==> config.mk <==
export PLATFORM = sky130hd
export DESIGN_NAME = mips_execute_alu_operand_stage_flat
export DESIGN_NICKNAME = d
export VERILOG_FILES = /design/src/rtl/mips_execute_alu_operand_stage_if.sv /design/src/rtl/mips_execute_alu_operand_stage.sv /design/src/flat_wrapper.sv
export SDC_FILE = /design/constraint.sdc
export NUM_CORES = 1
export LEC_CHECK = 0
export CORE_MARGIN = 10
export CORE_UTILIZATION = 35
export DETAILED_ROUTE_END_ITERATION = 8
export GPL_TIMING_DRIVEN = 0
export SYNTH_ARGS = -nofsm -noshare
export SYNTH_HDL_FRONTEND = slang
export SYNTH_SLANG_ARGS = --single-unit
==> constraint.sdc <==
create_clock -name clock -period 7.3 [get_ports clock]
set_input_delay 1.46 -clock clock [delete_from_list [all_inputs] [get_ports clock]]
set_output_delay 1.46 -clock clock [all_outputs]
set_load 0.02 [all_outputs]
==> src/rtl/mips_execute_alu_operand_stage_if.sv <==
// Handshake and bus bundle for the ID/EX ALU operand stage.
// Ports: decode-side in_*, writeback forward fwd_*, flush, ALU-side out_*.
interface mips_execute_alu_operand_stage_if #(
  parameter int WIDTH          = 32,
  parameter int ALU_OP_WIDTH   = 4,
  parameter int REG_ADDR_WIDTH = 5
);
  logic                      in_valid;
  logic                      in_ready;
  logic [REG_ADDR_WIDTH-1:0] in_rs;
  logic [REG_ADDR_WIDTH-1:0] in_rt;
  logic [WIDTH-1:0]          in_data1;
  logic [WIDTH-1:0]          in_data2;
  logic [15:0]               in_immediate;
  logic [4:0]                in_shamt;
  logic                      in_signExtend;
  logic [1:0]                in_data2Source;
  logic [ALU_OP_WIDTH-1:0]   in_aluOp;
  logic [REG_ADDR_WIDTH-1:0] in_dest;
  logic                      fwd_valid;
  logic [REG_ADDR_WIDTH-1:0] fwd_reg;
  logic [WIDTH-1:0]          fwd_data;
  logic                      flush;
  logic                      out_valid;
  logic                      out_ready;
  logic [WIDTH-1:0]          out_operandA;
  logic [WIDTH-1:0]          out_operandB;
  logic [ALU_OP_WIDTH-1:0]   out_aluOp;
  logic [REG_ADDR_WIDTH-1:0] out_dest;

  modport master (
    output in_valid, in_rs, in_rt, in_data1, in_data2,
    output in_immediate, in_shamt, in_signExtend,
    output in_data2Source, in_aluOp, in_dest,
    output fwd_valid, fwd_reg, fwd_data, flush, out_ready,
    input  in_ready, out_valid, out_operandA, out_operandB,
    input  out_aluOp, out_dest
  );

  modport slave (
    input  in_valid, in_rs, in_rt, in_data1, in_data2,
    input  in_immediate, in_shamt, in_signExtend,
    input  in_data2Source, in_aluOp, in_dest,
    input  fwd_valid, fwd_reg, fwd_data, flush, out_ready,
    output in_ready, out_valid, out_operandA, out_operandB,
    output out_aluOp, out_dest
  );
endinterface

==> src/rtl/mips_execute_alu_operand_stage.sv <==
// ID/EX operand stage: resolves ALU operands at capture, 2-entry skid FIFO.
// Ports: clock, reset (async high), bus (slave view of the stage interface).
module mips_execute_alu_operand_stage #(
  parameter int WIDTH          = 32,
  parameter int ALU_OP_WIDTH   = 4,
  parameter int REG_ADDR_WIDTH = 5
) (
  input logic clock,
  input logic reset,
  mips_execute_alu_operand_stage_if.slave bus
);

  typedef struct packed {
    logic [WIDTH-1:0]          a;
    logic [WIDTH-1:0]          b;
    logic [ALU_OP_WIDTH-1:0]   op;
    logic [REG_ADDR_WIDTH-1:0] dest;
  } entry_t;

  logic [1:0] r_count;
  logic       r_in_ready;
  entry_t     r_head;
  entry_t     r_tail;

  logic       w_fwd_a;
  logic       w_fwd_b;
  logic       w_accept;
  logic       w_pop;
  logic [WIDTH-1:0] w_imm;
  logic [WIDTH-1:0] w_shamt;
  entry_t     w_new;

  // Operands are resolved once, from the inputs, on the way in.
  always_comb begin
    w_fwd_a = bus.fwd_valid && (bus.fwd_reg == bus.in_rs)
           && (bus.in_rs != '0);
    w_fwd_b = bus.fwd_valid && (bus.fwd_reg == bus.in_rt)
           && (bus.in_rt != '0);
    w_imm   = {{(WIDTH-16){bus.in_signExtend & bus.in_immediate[15]}},
               bus.in_immediate};
    w_shamt = {{(WIDTH-5){1'b0}}, bus.in_shamt};
    w_new.a    = w_fwd_a ? bus.fwd_data : bus.in_data1;
    w_new.op   = bus.in_aluOp;
    w_new.dest = bus.in_dest;
    case (bus.in_data2Source)
      2'd0:    w_new.b = w_fwd_b ? bus.fwd_data : bus.in_data2;
      2'd2:    w_new.b = w_shamt;
      default: w_new.b = w_imm;
    endcase
  end

  assign w_accept = bus.in_valid && r_in_ready;
  assign w_pop    = (r_count != 2'd0) && bus.out_ready;

  always_ff @(posedge clock or posedge reset) begin
    if (reset) begin
      r_count    <= 2'd0;
      r_in_ready <= 1'b1;
      r_head     <= '0;
      r_tail     <= '0;
    end else if (bus.flush) begin
      r_count    <= 2'd0;
      r_in_ready <= 1'b1;
    end else begin
      unique case (1'b1)
        (w_accept && w_pop): begin
          // Head leaves; tail (if any) moves up, new entry goes behind it.
          if (r_count == 2'd2) begin
            r_head <= r_tail;
            r_tail <= w_new;
          end else begin
            r_head <= w_new;
          end
        end
        (w_accept && !w_pop): begin
          if (r_count == 2'd0) r_head <= w_new;
          else                 r_tail <= w_new;
          r_count    <= r_count + 2'd1;
          r_in_ready <= (r_count == 2'd0);
        end
        (!w_accept && w_pop): begin
          if (r_count == 2'd2) r_head <= r_tail;
          r_count    <= r_count - 2'd1;
          r_in_ready <= 1'b1;
        end
        default: ;
      endcase
    end
  end

  assign bus.in_ready     = r_in_ready;
  assign bus.out_valid    = (r_count != 2'd0);
  assign bus.out_operandA = r_head.a;
  assign bus.out_operandB = r_head.b;
  assign bus.out_aluOp    = r_head.op;
  assign bus.out_dest     = r_head.dest;

endmodule

==> src/flat_wrapper.sv <==
// flat-port wrapper written by rule: the top's interface ports become plain ports
module mips_execute_alu_operand_stage_flat 
#(
  parameter int WIDTH          = 32,
  parameter int ALU_OP_WIDTH   = 4,
  parameter int REG_ADDR_WIDTH = 5
)
  (clock, reset, bus_in_valid, bus_in_rs, bus_in_rt, bus_in_data1, bus_in_data2, bus_in_immediate, bus_in_shamt, bus_in_signExtend, bus_in_data2Source, bus_in_aluOp, bus_in_dest, bus_fwd_valid, bus_fwd_reg, bus_fwd_data, bus_flush, bus_out_ready, bus_in_ready, bus_out_valid, bus_out_operandA, bus_out_operandB, bus_out_aluOp, bus_out_dest);
  mips_execute_alu_operand_stage_if #(.WIDTH(WIDTH), .ALU_OP_WIDTH(ALU_OP_WIDTH), .REG_ADDR_WIDTH(REG_ADDR_WIDTH)) bus_i ();
  input logic clock;
  input logic reset;
  input wire logic [$bits(bus_i.in_valid)-1:0] bus_in_valid;
  input wire logic [$bits(bus_i.in_rs)-1:0] bus_in_rs;
  input wire logic [$bits(bus_i.in_rt)-1:0] bus_in_rt;
  input wire logic [$bits(bus_i.in_data1)-1:0] bus_in_data1;
  input wire logic [$bits(bus_i.in_data2)-1:0] bus_in_data2;
  input wire logic [$bits(bus_i.in_immediate)-1:0] bus_in_immediate;
  input wire logic [$bits(bus_i.in_shamt)-1:0] bus_in_shamt;
  input wire logic [$bits(bus_i.in_signExtend)-1:0] bus_in_signExtend;
  input wire logic [$bits(bus_i.in_data2Source)-1:0] bus_in_data2Source;
  input wire logic [$bits(bus_i.in_aluOp)-1:0] bus_in_aluOp;
  input wire logic [$bits(bus_i.in_dest)-1:0] bus_in_dest;
  input wire logic [$bits(bus_i.fwd_valid)-1:0] bus_fwd_valid;
  input wire logic [$bits(bus_i.fwd_reg)-1:0] bus_fwd_reg;
  input wire logic [$bits(bus_i.fwd_data)-1:0] bus_fwd_data;
  input wire logic [$bits(bus_i.flush)-1:0] bus_flush;
  input wire logic [$bits(bus_i.out_ready)-1:0] bus_out_ready;
  output wire logic [$bits(bus_i.in_ready)-1:0] bus_in_ready;
  output wire logic [$bits(bus_i.out_valid)-1:0] bus_out_valid;
  output wire logic [$bits(bus_i.out_operandA)-1:0] bus_out_operandA;
  output wire logic [$bits(bus_i.out_operandB)-1:0] bus_out_operandB;
  output wire logic [$bits(bus_i.out_aluOp)-1:0] bus_out_aluOp;
  output wire logic [$bits(bus_i.out_dest)-1:0] bus_out_dest;
  assign bus_i.in_valid = bus_in_valid;
  assign bus_i.in_rs = bus_in_rs;
  assign bus_i.in_rt = bus_in_rt;
  assign bus_i.in_data1 = bus_in_data1;
  assign bus_i.in_data2 = bus_in_data2;
  assign bus_i.in_immediate = bus_in_immediate;
  assign bus_i.in_shamt = bus_in_shamt;
  assign bus_i.in_signExtend = bus_in_signExtend;
  assign bus_i.in_data2Source = bus_in_data2Source;
  assign bus_i.in_aluOp = bus_in_aluOp;
  assign bus_i.in_dest = bus_in_dest;
  assign bus_i.fwd_valid = bus_fwd_valid;
  assign bus_i.fwd_reg = bus_fwd_reg;
  assign bus_i.fwd_data = bus_fwd_data;
  assign bus_i.flush = bus_flush;
  assign bus_i.out_ready = bus_out_ready;
  assign bus_in_ready = bus_i.in_ready;
  assign bus_out_valid = bus_i.out_valid;
  assign bus_out_operandA = bus_i.out_operandA;
  assign bus_out_operandB = bus_i.out_operandB;
  assign bus_out_aluOp = bus_i.out_aluOp;
  assign bus_out_dest = bus_i.out_dest;
  mips_execute_alu_operand_stage #(.WIDTH(WIDTH), .ALU_OP_WIDTH(ALU_OP_WIDTH), .REG_ADDR_WIDTH(REG_ADDR_WIDTH)) u_core (.clock(clock), .reset(reset), .bus(bus_i));
endmodule
==> flow_summary.yaml, run 1 <==
logic_synthesis:
  ys_async_sr_fraction_pct: 100
  yosysTopAreaCellShare_pct: 43.7
  synth_cells: 969
  yosysWarnings: 0
  ys_seq_elements: 149
  synth_area_per_cell_sq_um: 8.74
  syn-cell-area_sq_um: 8470
  synth_area_leaders: "dfrtp_1 (44%), a21oi_1 (9.9%), o21ai_0 (6.3%)"
  yosys.area.top_type: "dfrtp_1"
  synth_nets: 1123
  ys_seq_area_share_pct: 44.1
  ys.flop_type: "dfrtp_1"
  synth_edf_count: 0
  ys_types: 47
clocking:
  ctsHoldBuffers: 0
  clkTransAtPathRegs_ns: 0.06
  cts_tree: "done"
  post_cts_buffers: 0
  clkLatencyLatePin_ns: 0.44
  cts_root_buf: "clkbuf_16"
  post_cts_resized: 0
  cts_sinks: 149
  numCtsBuffers: 17
  clk_path_buf_depth: 2
  h-tree-depth: 4
worst_setup_path:
  crit_required_ns: 7.64
  slowest_stage: "clkbuf_1"
  path_class: "in -> reg"
  crit_path_start_kind: "input pin"
  rrSetupSlack_ns: 3.78
  max_stage_delay_ns: 0.57
  path_depth: 12
  reg2regPathDepth: 13
  startpoint: "bus_in_valid"
  crit_path_end_kind: "flop"
  rr_endpoint: "u_core.bus.out_operandB[11]"
  cpLargestDelayFamily: "buffers and inverters"
  cp_num_buf_inv: 5
  path_cells: "clkdlybuf4s50_1 -> and2_1 -> inv_1 -> ha_1 -> clkbuf_1 -> nor2b_1 -> clkbuf_1 -> clkbuf_1 -> nand2_1 -> a21oi_1 -> a21oi_1 -> o32ai_1"
  arrival_ns: 4.55
  crit_fanout: 10
  crit_top_cell: "clkbuf_1"
  reg2reg_from: "u_core.r_count[0]"
sta:
  fin_crit_sh_pct: 57.8
  rsz0062_at_grt: "no"
  worst_slew_pin_slew_ns: 0.825
  slew_headroom_pct: 45.0
  finalMaxSlewViolations: 0
  hold_viol: 0
  fin_crit_ns: 4.22
  finalSetupViolations: 0
  finalSetupTns_ns: 0
  skew_ns: 0.0116
  fmax_mhz: 237
route:
  drt-total-wl_um: 33100
  drt-initial-drc-count: 831
  vias: 8553
  route.detailed.drc: 0
  routed_via_density: 5.54
  avgRoutedWirePerCell_um: 21.4
  postRouteAntennaNets: 0
  drt_first_pass_iters: 5
global_route:
  met1_usage_pct: 27.0
  gr-usage-met3_pct: 4.91
  top_usage_layer: "met2"
  overflow: 0
  antenna_found_initial: 0
  grt_max_degree: 112
  grt.total_usage_pct: 21.0
  grt_pass1_vias: 8554
  use_met2_pct: 34.4
  grt_pass1_wl_um: 50800
finish:
  final_cells: 1545
  mostFrequentLayoutCells: "clkdlybuf4s50_1 (224), a21oi_1 (168), dfrtp_1 (148), o21ai_0 (106), nand2_1 (97)"
  areaGrowthSynthToFinish_pct: 39.9
  layout-drive-gt1-share_pct: 9.46
  antennaDiodeCount: 0
  fin_nets: 1367
  final_common_cell: "clkdlybuf4s50_1"
  fin_util_pct: 50.2
pwr:
  power_leakage_nw: 4.75
  seqPwrFrac_pct: 30.4
  power_switching_mw: 2.03
  p_sw_share_pct: 40.9
  power_density_nw_per_um2: 418
  pwr-share-clk_pct: 21.3
  power_frac_comb_pct: 48.3
  ir_drop_uv: 153
  p_int_mw: 2.93
floorplan:
  die_w_um: 176
  core_area_sq_um: 23600
  die-area_sq_um: 30800
  boundaryPins: 225
  die_h_um: 176
  start_util_pct: 35.9
  rows: 56
placed_design:
  io_buffers: 224
  dp_hpwl_um: 24700
  gp_congestion: 0.850
  dp_cells: 1513
flow_run:
  maxCapViolCount: 0
min_path:
  hp-class: "reg -> reg"
  holdPathEnd: "u_core.bus.out_dest[3]"
  min_path_cells: 1
  hp-start: "u_core.bus.out_dest[3]"
outcome:
  status: "finished clean"
[per-stage QoR]
| stage | total power [mW] | hold slack, ns | area (sq um) | setup slack, ns |
|---|---|---|---|---|
| after floorplan | 2.90 | 0.481 | 8470 | 1.83 |
| after global placement | 3.87 | 0.459 | 11100 | -0.734 |
| after detailed placement | 3.90 | 0.465 | 11100 | 2.74 |
| after CTS | 4.97 | 0.480 | 11800 | 3.16 |
| after global routing | 5.28 | 0.516 | 11800 | 2.86 |
| final | 4.95 | 0.478 | 11800 | 3.08 |
[worst max path at each step]
stage,to,slack [ns]
floorplan,u_core.bus.out_aluOp[0],1.83
global placement,u_core.r_tail[16],-0.73
detailed placement,u_core.bus.out_operandB[4],2.74
CTS,u_core.bus.out_operandB[4],3.16
global route,u_core.bus.out_operandB[11],2.86
finish,u_core.bus.out_operandB[11],3.08
[state kept, by name, indices dropped and copies added, names as in the netlist]
name / flops
u_core.bus.in_ready: 1
u_core.bus.out_operandB: 32
u_core.r_tail: 73
u_core.r_count: 2
u_core.bus.out_dest: 5
u_core.bus.out_operandA: 32
u_core.bus.out_aluOp: 4
[logic make-up (layout without fill, tap and decap cells)]
logic type,Yosys count,after routing,synth area share [%]
AOI/OAI and AO/OA,382,382,26.8
xor gates and xnor gates,11,11,1.14
adders and majority gates,4,4,0.591
buffers and inverters,93,350,4.46
DFF,149,149,44.1
muxes,91,91,11.4
and+or+nand+nor,239,239,11.6
[area by class of cell]
cell class,count,area [sq um]
Buffer,87,355
Tap cell,319,399
Sequential cell,149,3730
Clock buffer,17,425
Inverter,6,30.0
Fill cell,2297,11800
Multi-Input combinational cell,727,4360
Timing Repair Buffer,225,2270
Clock inverter,15,275
[synthesized netlist by cell type, drive strengths merged, types with 2 or more instances]
master and instances:
nand3 29, xor2 4, o32ai 11, a31o 16, nand2 97, o22a 32
ha 4, inv 6, nor2b 4, clkbuf 58, nand2b 2, a21oi 168
o21ai 107, dfrtp 148, mux2i 50, a311oi 5, a31oi 12, a221oi 11
buf 29, nor2 96, a21o 7, o22ai 2, or2 3, a22o 2
and2 2, xnor2 7, mux2 41
[power by group through the flow]
stage / clock network (mW) / logic, mW / registers, mW
after floorplan: 0 / 1.21 / 1.69
after global routing: 1.11 / 2.61 / 1.56
after CTS: 1.07 / 2.40 / 1.50
after global placement: 0 / 2.37 / 1.50
after detailed placement: 0 / 2.39 / 1.51
final: 1.05 / 2.39 / 1.51
[metal layers]
layer  share of wire, %  up-vias
met4                1.5        0
met5                  0        -
met2                 48      341
li1                   -     4008
met1                 43     4172
met3                7.5       32
[worst reg2reg max path, cell delays in order (launching register included)]
cell	delay (ns)
dfrtp_1	0.33
clkbuf_1	0.27
or2_2	0.20
nand2_1	0.12
inv_1	0.10
ha_1	0.17
clkbuf_1	0.40
nor2b_1	0.19
clkbuf_1	0.57
clkbuf_1	0.50
nand2_1	0.16
a21oi_1	0.21
a21oi_1	0.07
o32ai_1	0.15
Power figures use the tool's default switching activity.
==> run 2: changes to the inputs <==
clock period = 4.24 ns   (was 7.3 ns; I/O delays follow)
==> run 2 against run 1 <==
- first-iteration DRC count decreased by 16%
- power increased by 69%
- sequential share of layout area increased by 0.070 points
- critical path type unchanged
- critical endpoint is now u_core.bus.out_operandB[18]
- largest cell class unchanged
==> flow_summary.yaml, run 2 (synthesis results as in run 1) <==
outcome:
  status: "finished clean"
min_path:
  min_path_cells: 1
  holdPathEnd: "u_core.bus.out_dest[4]"
  hp-start: "u_core.bus.out_dest[4]"
  hp-class: "reg -> reg"
worst_setup_path:
  rr_endpoint: "u_core.bus.out_operandB[18]"
  reg2regPathDepth: 13
  crit_path_end_kind: "flop"
  crit_path_start_kind: "input pin"
  rrSetupSlack_ns: 0.79
  reg2reg_from: "u_core.r_count[0]"
  crit_fanout: 10
  path_class: "in -> reg"
  arrival_ns: 3.94
  crit_required_ns: 4.61
sta:
  fin_crit_ns: 3.57
  slew_headroom_pct: 45.5
  fmax_mhz: 280
  hold_viol: 0
  skew_ns: 0.0173
  worst_slew_pin_slew_ns: 0.815
  rsz0062_at_grt: "no"
  finalSetupTns_ns: 0
  finalMaxSlewViolations: 0
  timing.final.ws_setup_ns: 0.670
  finalSetupViolations: 0
  fin_crit_sh_pct: 84.2
floorplan:
  start_util_pct: 35.9
  die-area_sq_um: 30800
  boundaryPins: 225
  rows: 56
  die_w_um: 176
  die_h_um: 176
  core_area_sq_um: 23600
global_route:
  antenna_found_initial: 0
  grt.total_usage_pct: 21.1
  grt_max_degree: 40
  overflow: 0
  grt_pass1_vias: 8693
  grt_pass1_wl_um: 50900
clocking:
  clk_path_buf_depth: 2
  post_cts_buffers: 0
  clkTransAtPathRegs_ns: 0.06
  cts_sinks: 149
  cts_tree: "done"
  clkLatencyLatePin_ns: 0.44
  post_cts_resized: 0
  cts_root_buf: "clkbuf_16"
  ctsHoldBuffers: 0
  h-tree-depth: 4
  numCtsBuffers: 17
finish:
  top_register: "u_core.r_tail"
  antennaDiodeCount: 0
  mostFrequentLayoutCells: "clkdlybuf4s50_1 (224), a21oi_1 (168), dfrtp_1 (148), o21ai_0 (106), nand2_1 (97)"
  fin_nets: 1370
  final_cell_area_sq_um: 11800
  final_common_cell: "clkdlybuf4s50_1"
  largest_register_ffs: 73
  areaGrowthSynthToFinish_pct: 39.6
  final_cells: 1548
  layout-drive-gt1-share_pct: 9.68
route:
  avgRoutedWirePerCell_um: 21.5
  drt_first_pass_iters: 5
  drt-total-wl_um: 33300
  postRouteAntennaNets: 0
  vias: 8542
  drt-initial-drc-count: 699
  routed_via_density: 5.52
  route.detailed.drc: 0
pwr:
  ir_drop_uv: 330
  power_switching_mw: 3.52
  p_int_mw: 4.84
  power_frac_comb_pct: 49.5
  seqPwrFrac_pct: 31.1
  power_leakage_nw: 4.72
  p_sw_share_pct: 42.1
  power_mw: 8.36
  power_density_nw_per_um2: 707
  pwr-share-clk_pct: 19.4
placed_design:
  post-place-ws_ns: 0.300
  gp_congestion: 0.873
  dp_hpwl_um: 25100
  dp_cells: 1516
  io_buffers: 224
  placed_area_sq_um: 11200
flow_run:
  maxCapViolCount: 0
[run 2: area by class of cell]
cell class	count	area [sq um]
clock buffers	19	453
fillers	2331	11800
flip-flops and latches	149	3730
inverters	6	26.3
clock inverters	13	173
well taps	319	399
multi-input cells	727	4360
repair buffers	228	2320
plain buffers	87	355
[run 2: worst max-delay path, cell delays in order]
cell and delay, ns:
clkdlybuf4s50_1 0.40, and2_1 0.20, inv_1 0.09, ha_1 0.18, clkbuf_1 0.41, nor2b_1 0.19
clkbuf_1 0.53, a21o_1 0.28, clkbuf_1 0.48, nand3_1 0.15, nand2_1 0.09, a31o_2 0.09
[run 2: power by group through the flow]
stage	Sequential, mW	Combinational [mW]	Clock [mW]
CTS	2.59	4.15	1.63
detailed placement	2.61	4.12	0
global placement	2.59	4.06	0
finish	2.60	4.13	1.62
global route	2.70	4.51	1.69
floorplan	2.91	2.09	0
[run 2: per-layer routing]
metal	GRT usage, %	part of all wire (%)	up-vias
li1	-	-	3999
met1	26.6	43	4173
met2	34.9	49	331
met3	4.95	6.5	39
met4	6.75	1.9	0
met5	0	0	-
[run 2: worst max path at each step]
stage	from	end	slack, ns	depth (start not counted)
floorplan	reset	u_core.bus.out_aluOp[0]	1.52	1
global placement	reset	u_core.bus.out_operandB[6]	-0.02	2
detailed placement	bus_in_valid	u_core.bus.out_operandB[18]	0.30	12
CTS	bus_in_valid	u_core.bus.out_operandB[18]	0.72	12
global route	bus_in_valid	u_core.bus.out_operandB[7]	0.44	12
finish	bus_in_valid	u_core.bus.out_operandB[18]	0.67	12
[run 2: stage by stage]
step	hold WS, ns	util [%]
final	0.476	50.0
after global placement	0.462	47.1
after floorplan	0.481	-
after detailed placement	0.470	47.4
after global routing	0.499	50.0
after CTS	0.483	50.0
==> run 3: changes to the inputs <==
clock period = 3.3 ns   (was 4.24 ns; I/O delays follow)
==> run 3 against run 2 <==
- critical endpoint is now u_core.bus.out_dest[0]
- via count increased by 0.74%
- combinational power increased by 29%
- clock skew decreased by 0.0024 ns
- highest routed layer unchanged
- clock-buffer cell count unchanged
- sequential share of layout area about the same
- utilization about the same
==> flow_summary.yaml, run 3 (synthesis results as in run 1) <==
global_route:
  grt.total_usage_pct: 21.1
  grt_pass1_vias: 8693
  antenna_found_initial: 0
  grt_max_degree: 40
  grt_pass1_wl_um: 50900
  overflow: 0
finish:
  final_common_cell: "clkdlybuf4s50_1"
  layout-drive-gt1-share_pct: 10.2
  areaGrowthSynthToFinish_pct: 39.7
  antennaDiodeCount: 0
  final_cell_area_sq_um: 11800
  mostFrequentLayoutCells: "clkdlybuf4s50_1 (224), a21oi_1 (168), dfrtp_1 (148), o21ai_0 (106), nand2_1 (97)"
  fin_nets: 1370
  top_register: "u_core.r_tail"
  largest_register_ffs: 73
sta:
  hold_viol: 0
  skew_ns: 0.0149
  finalSetupViolations: 0
  finalMaxSlewViolations: 0
  worst_slew_pin_slew_ns: 0.778
  fmax_mhz: 323
  slew_headroom_pct: 47.9
  fin_crit_sh_pct: 93.9
  rsz0062_at_grt: "no"
  fin_crit_ns: 3.10
floorplan:
  die_w_um: 176
  die-area_sq_um: 30800
  core_area_sq_um: 23600
  rows: 56
  die_h_um: 176
  start_util_pct: 35.9
  boundaryPins: 225
clocking:
  clkLatencyLatePin_ns: 0.44
  h-tree-depth: 4
  cts_root_buf: "clkbuf_16"
  clkTransAtPathRegs_ns: 0.06
  numCtsBuffers: 17
  clk_path_buf_depth: 2
  post_cts_buffers: 0
  cts_tree: "done"
  cts_sinks: 149
pwr:
  power_density_nw_per_um2: 909
  p_int_mw: 6.22
  seqPwrFrac_pct: 31.1
  power_switching_mw: 4.53
  ir_drop_uv: 424
  power_mw: 10.7
  power_leakage_nw: 4.74
  p_sw_share_pct: 42.1
  power_frac_comb_pct: 49.5
  pwr-share-clk_pct: 19.4
placed_design:
  dp_hpwl_um: 25100
  gp_congestion: 0.873
  io_buffers: 224
  placed_area_sq_um: 11200
worst_setup_path:
  crit_path_start_kind: "flop"
  crit_path_end_kind: "flop"
  crit_fanout: 10
  arrival_ns: 3.42
  crit_required_ns: 3.62
  path_class: "reg -> reg"
  reg2regPathDepth: 12
route:
  drt-initial-drc-count: 736
  drt_first_pass_iters: 5
  vias: 8605
  postRouteAntennaNets: 0
  route.detailed.drc: 0
  routed_via_density: 5.56
  drt-total-wl_um: 33200
  avgRoutedWirePerCell_um: 21.4
min_path:
  min_path_cells: 1
  hp-class: "reg -> reg"
flow_run:
  maxCapViolCount: 0
outcome:
  status: "finished clean"
run 3: cell types whose count changed in the layout (fill, tap and decap cells not counted):
| cell | before | now |
|---|---|---|
| buf_1 | 8 | 7 |
| clkbuf_1 | 58 | 53 |
| clkbuf_2 | 0 | 6 |
run 3: stage by stage:
step | worst slack, ns | hold WS, ns | std cells | utilization (%) | setup TNS (ns)
2_1_floorplan | 0.620 | 0.481 | 969 | - | 0
3_3_place_gp | -0.770 | 0.462 | 1512 | 47.1 | -140.43
3_5_place_dp | -0.452 | 0.470 | 1516 | 47.4 | -33.71
4_1_cts | 0.0238 | 0.483 | 1548 | 50.0 | 0
5_1_grt | 0.00121 | 0.499 | 1548 | 50.1 | 0
6_report | 0.200 | 0.476 | 1548 | 50.1 | 0
run 3: cell type report:
type / count / area [sq um]
Tap cell: 319 / 399
Multi-Input combinational cell: 727 / 4360
Inverter: 6 / 26.3
Clock buffer: 19 / 453
Clock inverter: 13 / 173
Sequential cell: 149 / 3730
Fill cell: 2328 / 11800
Buffer: 87 / 363
Timing Repair Buffer: 228 / 2320
run 3: routing by layer:
metal / global-route usage (%) / share of wire [%] / up-vias
li1: - / - / 4010
met1: 26.6 / 43 / 4187
met2: 34.9 / 48 / 365
met3: 4.95 / 7.2 / 43
met4: 6.75 / 2.0 / 0
met5: 0 / 0 / -
run 3: worst max-delay path: stages, from the launching register on:
cell and delay [ns]:
dfrtp_1 0.36, clkbuf_1 0.18, or2_2 0.33, nand2_1 0.13, inv_1 0.09, ha_1 0.22, clkbuf_1 0.26, nor2b_1 0.21
clkbuf_2 0.25, a21o_1 0.30, clkbuf_2 0.25, a221oi_1 0.34, nor2_1 0.07
run 3: power groups by stage:
stage                     clock, mW  combinational, mW  sequential, mW
after floorplan                   0               2.68            3.74
after CTS                      2.09               5.33            3.33
after global placement            0               5.22            3.32
after global routing           2.17               5.79            3.46
after detailed placement          0               5.30            3.35
final                          2.09               5.32            3.34
run 3: what timing repair did:
item,4_1_cts,5_1_grt
hold buffers,0,0
setup endpoints to repair,27,88
endpoints found under the hold margin,0,0
resized for setup,1,9
run 3: path summary, 6_finish.rpt:
kind	startpoint	end	slack [ns]
worst min-delay path	u_core.bus.out_dest[4]	u_core.bus.out_dest[4]	0.48
worst max register to register	u_core.r_count[0]	u_core.bus.out_dest[0]	0.20
worst min register to register	u_core.bus.out_dest[4]	u_core.bus.out_dest[4]	0.48
worst max-delay path	u_core.r_count[0]	u_core.bus.out_dest[0]	0.20
min in group asynchronous	reset	u_core.bus.out_operandB[22]	0.57
max in group asynchronous	reset	u_core.bus.out_operandA[11]	1.43
==> patch, RTL diff (config.mk and constraints of run 3) <==
Make the reset (`reset`) synchronous in one clocked block. Comments in the files are not updated.
--- a/src/rtl/mips_execute_alu_operand_stage.sv
+++ b/src/rtl/mips_execute_alu_operand_stage.sv
@@ -53,5 +53,5 @@
   assign w_pop    = (r_count != 2'd0) && bus.out_ready;
 
-  always_ff @(posedge clock or posedge reset) begin
+  always_ff @(posedge clock) begin
     if (reset) begin
       r_count    <= 2'd0;
Check against the original RTL: differs if reset is asserted again (counterexample within 4 cycles, from zero or initial values and one cycle with reset high); with reset held inactive, the same outputs for 4 cycles.
==> patch against run 3 <==
  * Wire length rose by 24%
  * Sequential cell count did not move
  * Critical path type unchanged
  * Die area is 11% higher
  * Setup slack got worse by 2.6 ps
  * Sequential share of layout area shrank 8.2 points
  * Cell count rose by 18%
  * Critical endpoint is now u_core.r_tail[14]
  * Area after synthesis up 12%
  * Final area rose by 8.0%
  * Via count is 24% higher
  * Synthesized cell count up 27%
Power is not compared: it rests on default switching activity, and its combinational part moved more than twofold at a synthesized area within 25%.
==> patch: results (changes against run 3) <==
stage	metric	value	unit	change
detailed_routing	DRT met1 WL	17700	um	was 14,100 um
placed_design	RePlAce Congestion	0.944		was 0.873
finish	Filler Cells Inserted	2647		was 2,328
placed_design	worst slack, placed	-230	ps	was -452 ps
finish	nonclk buf count	348		was 315
global_routing	met1 Track Usage GR	29.9	%	was 26.6%
synthesis	Syn Area/Cell	7.74	um^2	was 8.74 um^2
finish	Seq/total area	23.4	%	was 31.5%
detailed_routing	WL/cell	22.6	um	was 21.4 um
finish	clock network area share	4.62	%	was 5.29%
finish	multi-input gates	949		was 727
global_routing	M2 GR Usage	37.2	%	was 34.9%
global_routing	met3 usage	4.71	%	was 4.95%
synthesis	most instantiated cells after synthesis	149 x dfxtp_1, 117 x nand2_1, 105 x a21oi_1, 101 x nor2_1, 92 x o21ai_0		was 168 x a21oi_1, 148 x dfrtp_1, 106 x o21ai_0, 97 x nand2_1, 96 x nor2_1
timing	Slew HR	13.3	%	was 47.9%
finish	design area	12800	um^2	was 11,800 um^2
synthesis	post-synth net total	1381		was 1,123
worst_hold_path	Hold Path End	u_core.r_tail[6]		was u_core.bus.out_dest[4]
timing	hold slack	479	ps	was 476 ps
placed_design	post-placement cell area	12200	um^2	was 11,200 um^2
finish	non-clk buf share	22.1	%	was 22.7%
detailed_routing	Starting DRT DRC Count	1082		was 736
timing	worst setup margin	197	ps	was 200 ps
finish	nets	1624		was 1,370
clock_tree	Resize count post-CTS	0		was 1
worst_setup_path	reg-to-reg endpoint	u_core.r_tail[14]		was u_core.bus.out_dest[0]
global_routing	GRT Overall Usage	23.0	%	was 21.1%
worst_setup_path	slowest stage delay, CP	510	ps	was 360 ps
synthesis	top cells by area, synth	dfxtp_1 31%, mux2i_1 7.9%, a21oi_1 5.5%		was dfrtp_1 44%, a21oi_1 9.9%, o21ai_0 6.3%
outcome	outcome	completed		unchanged
worst_hold_path	Min-Delay Path Depth	2		was 1
timing	Setup Skew	15.8	ps	was 14.9 ps
global_routing	first-pass GRT wire length	60700	um	was 50,900 um
synthesis	ys async rst share	0	%	was 100%
finish	Non-Filler Instances	1824		was 1,548
worst_setup_path	Reg-to-Reg Start	u_core.r_count[0]		unchanged
worst_setup_path	critical path arrival	3390	ps	was 3420 ps
global_routing	largest net degree at the start of global routing	17		was 40
global_routing	vias in the first global route	10300		was 8,693
synthesis	sequential area share after synthesis	31.4	%	was 44.1%
worst_setup_path	R2R depth	10		was 12
finish	share of layout cells above drive strength 1	7.55	%	was 10.2%
[patch: cell types whose count changed in the layout (fill, tap and decap cells not counted), sizes merged, moves of 37 or more]
cell and delta:
mux2 -37, dfxtp +149, a21oi -60, a211oi +53
nor2b +64, dfrtp -148
[patch: cells by family (layout without fill, tap and decap cells)]
group                      count (synthesis)  in the layout  share of synthesized area [%]
AOI/OAI and AO/OA                        415            415                           29.2
xor gates and xnor gates                  10             10                          0.922
adders and majority gates                  4              4                          0.527
buffers and inverters                    129            385                           6.15
DFF                                      149            149                           31.4
muxes                                     79             79                           8.38
and+or+nand+nor                          441            441                           23.4
[patch: worst max-delay path, delay by kind of cell, from the launching register on]
family | cells | cell delay (ps)
compound gates | 1 | 200
flops | 1 | 300
buf+inv | 4 | 1100
simple gates | 4 | 990
fa+ha+maj | 1 | 360
[patch: report_power, final]
part	switching, mW	internal (mW)	leakage (nW)
Combinational	0.906	0.671	2.81
Clock	0.923	1.11	0.286
Sequential	0.0851	1.93	1.22
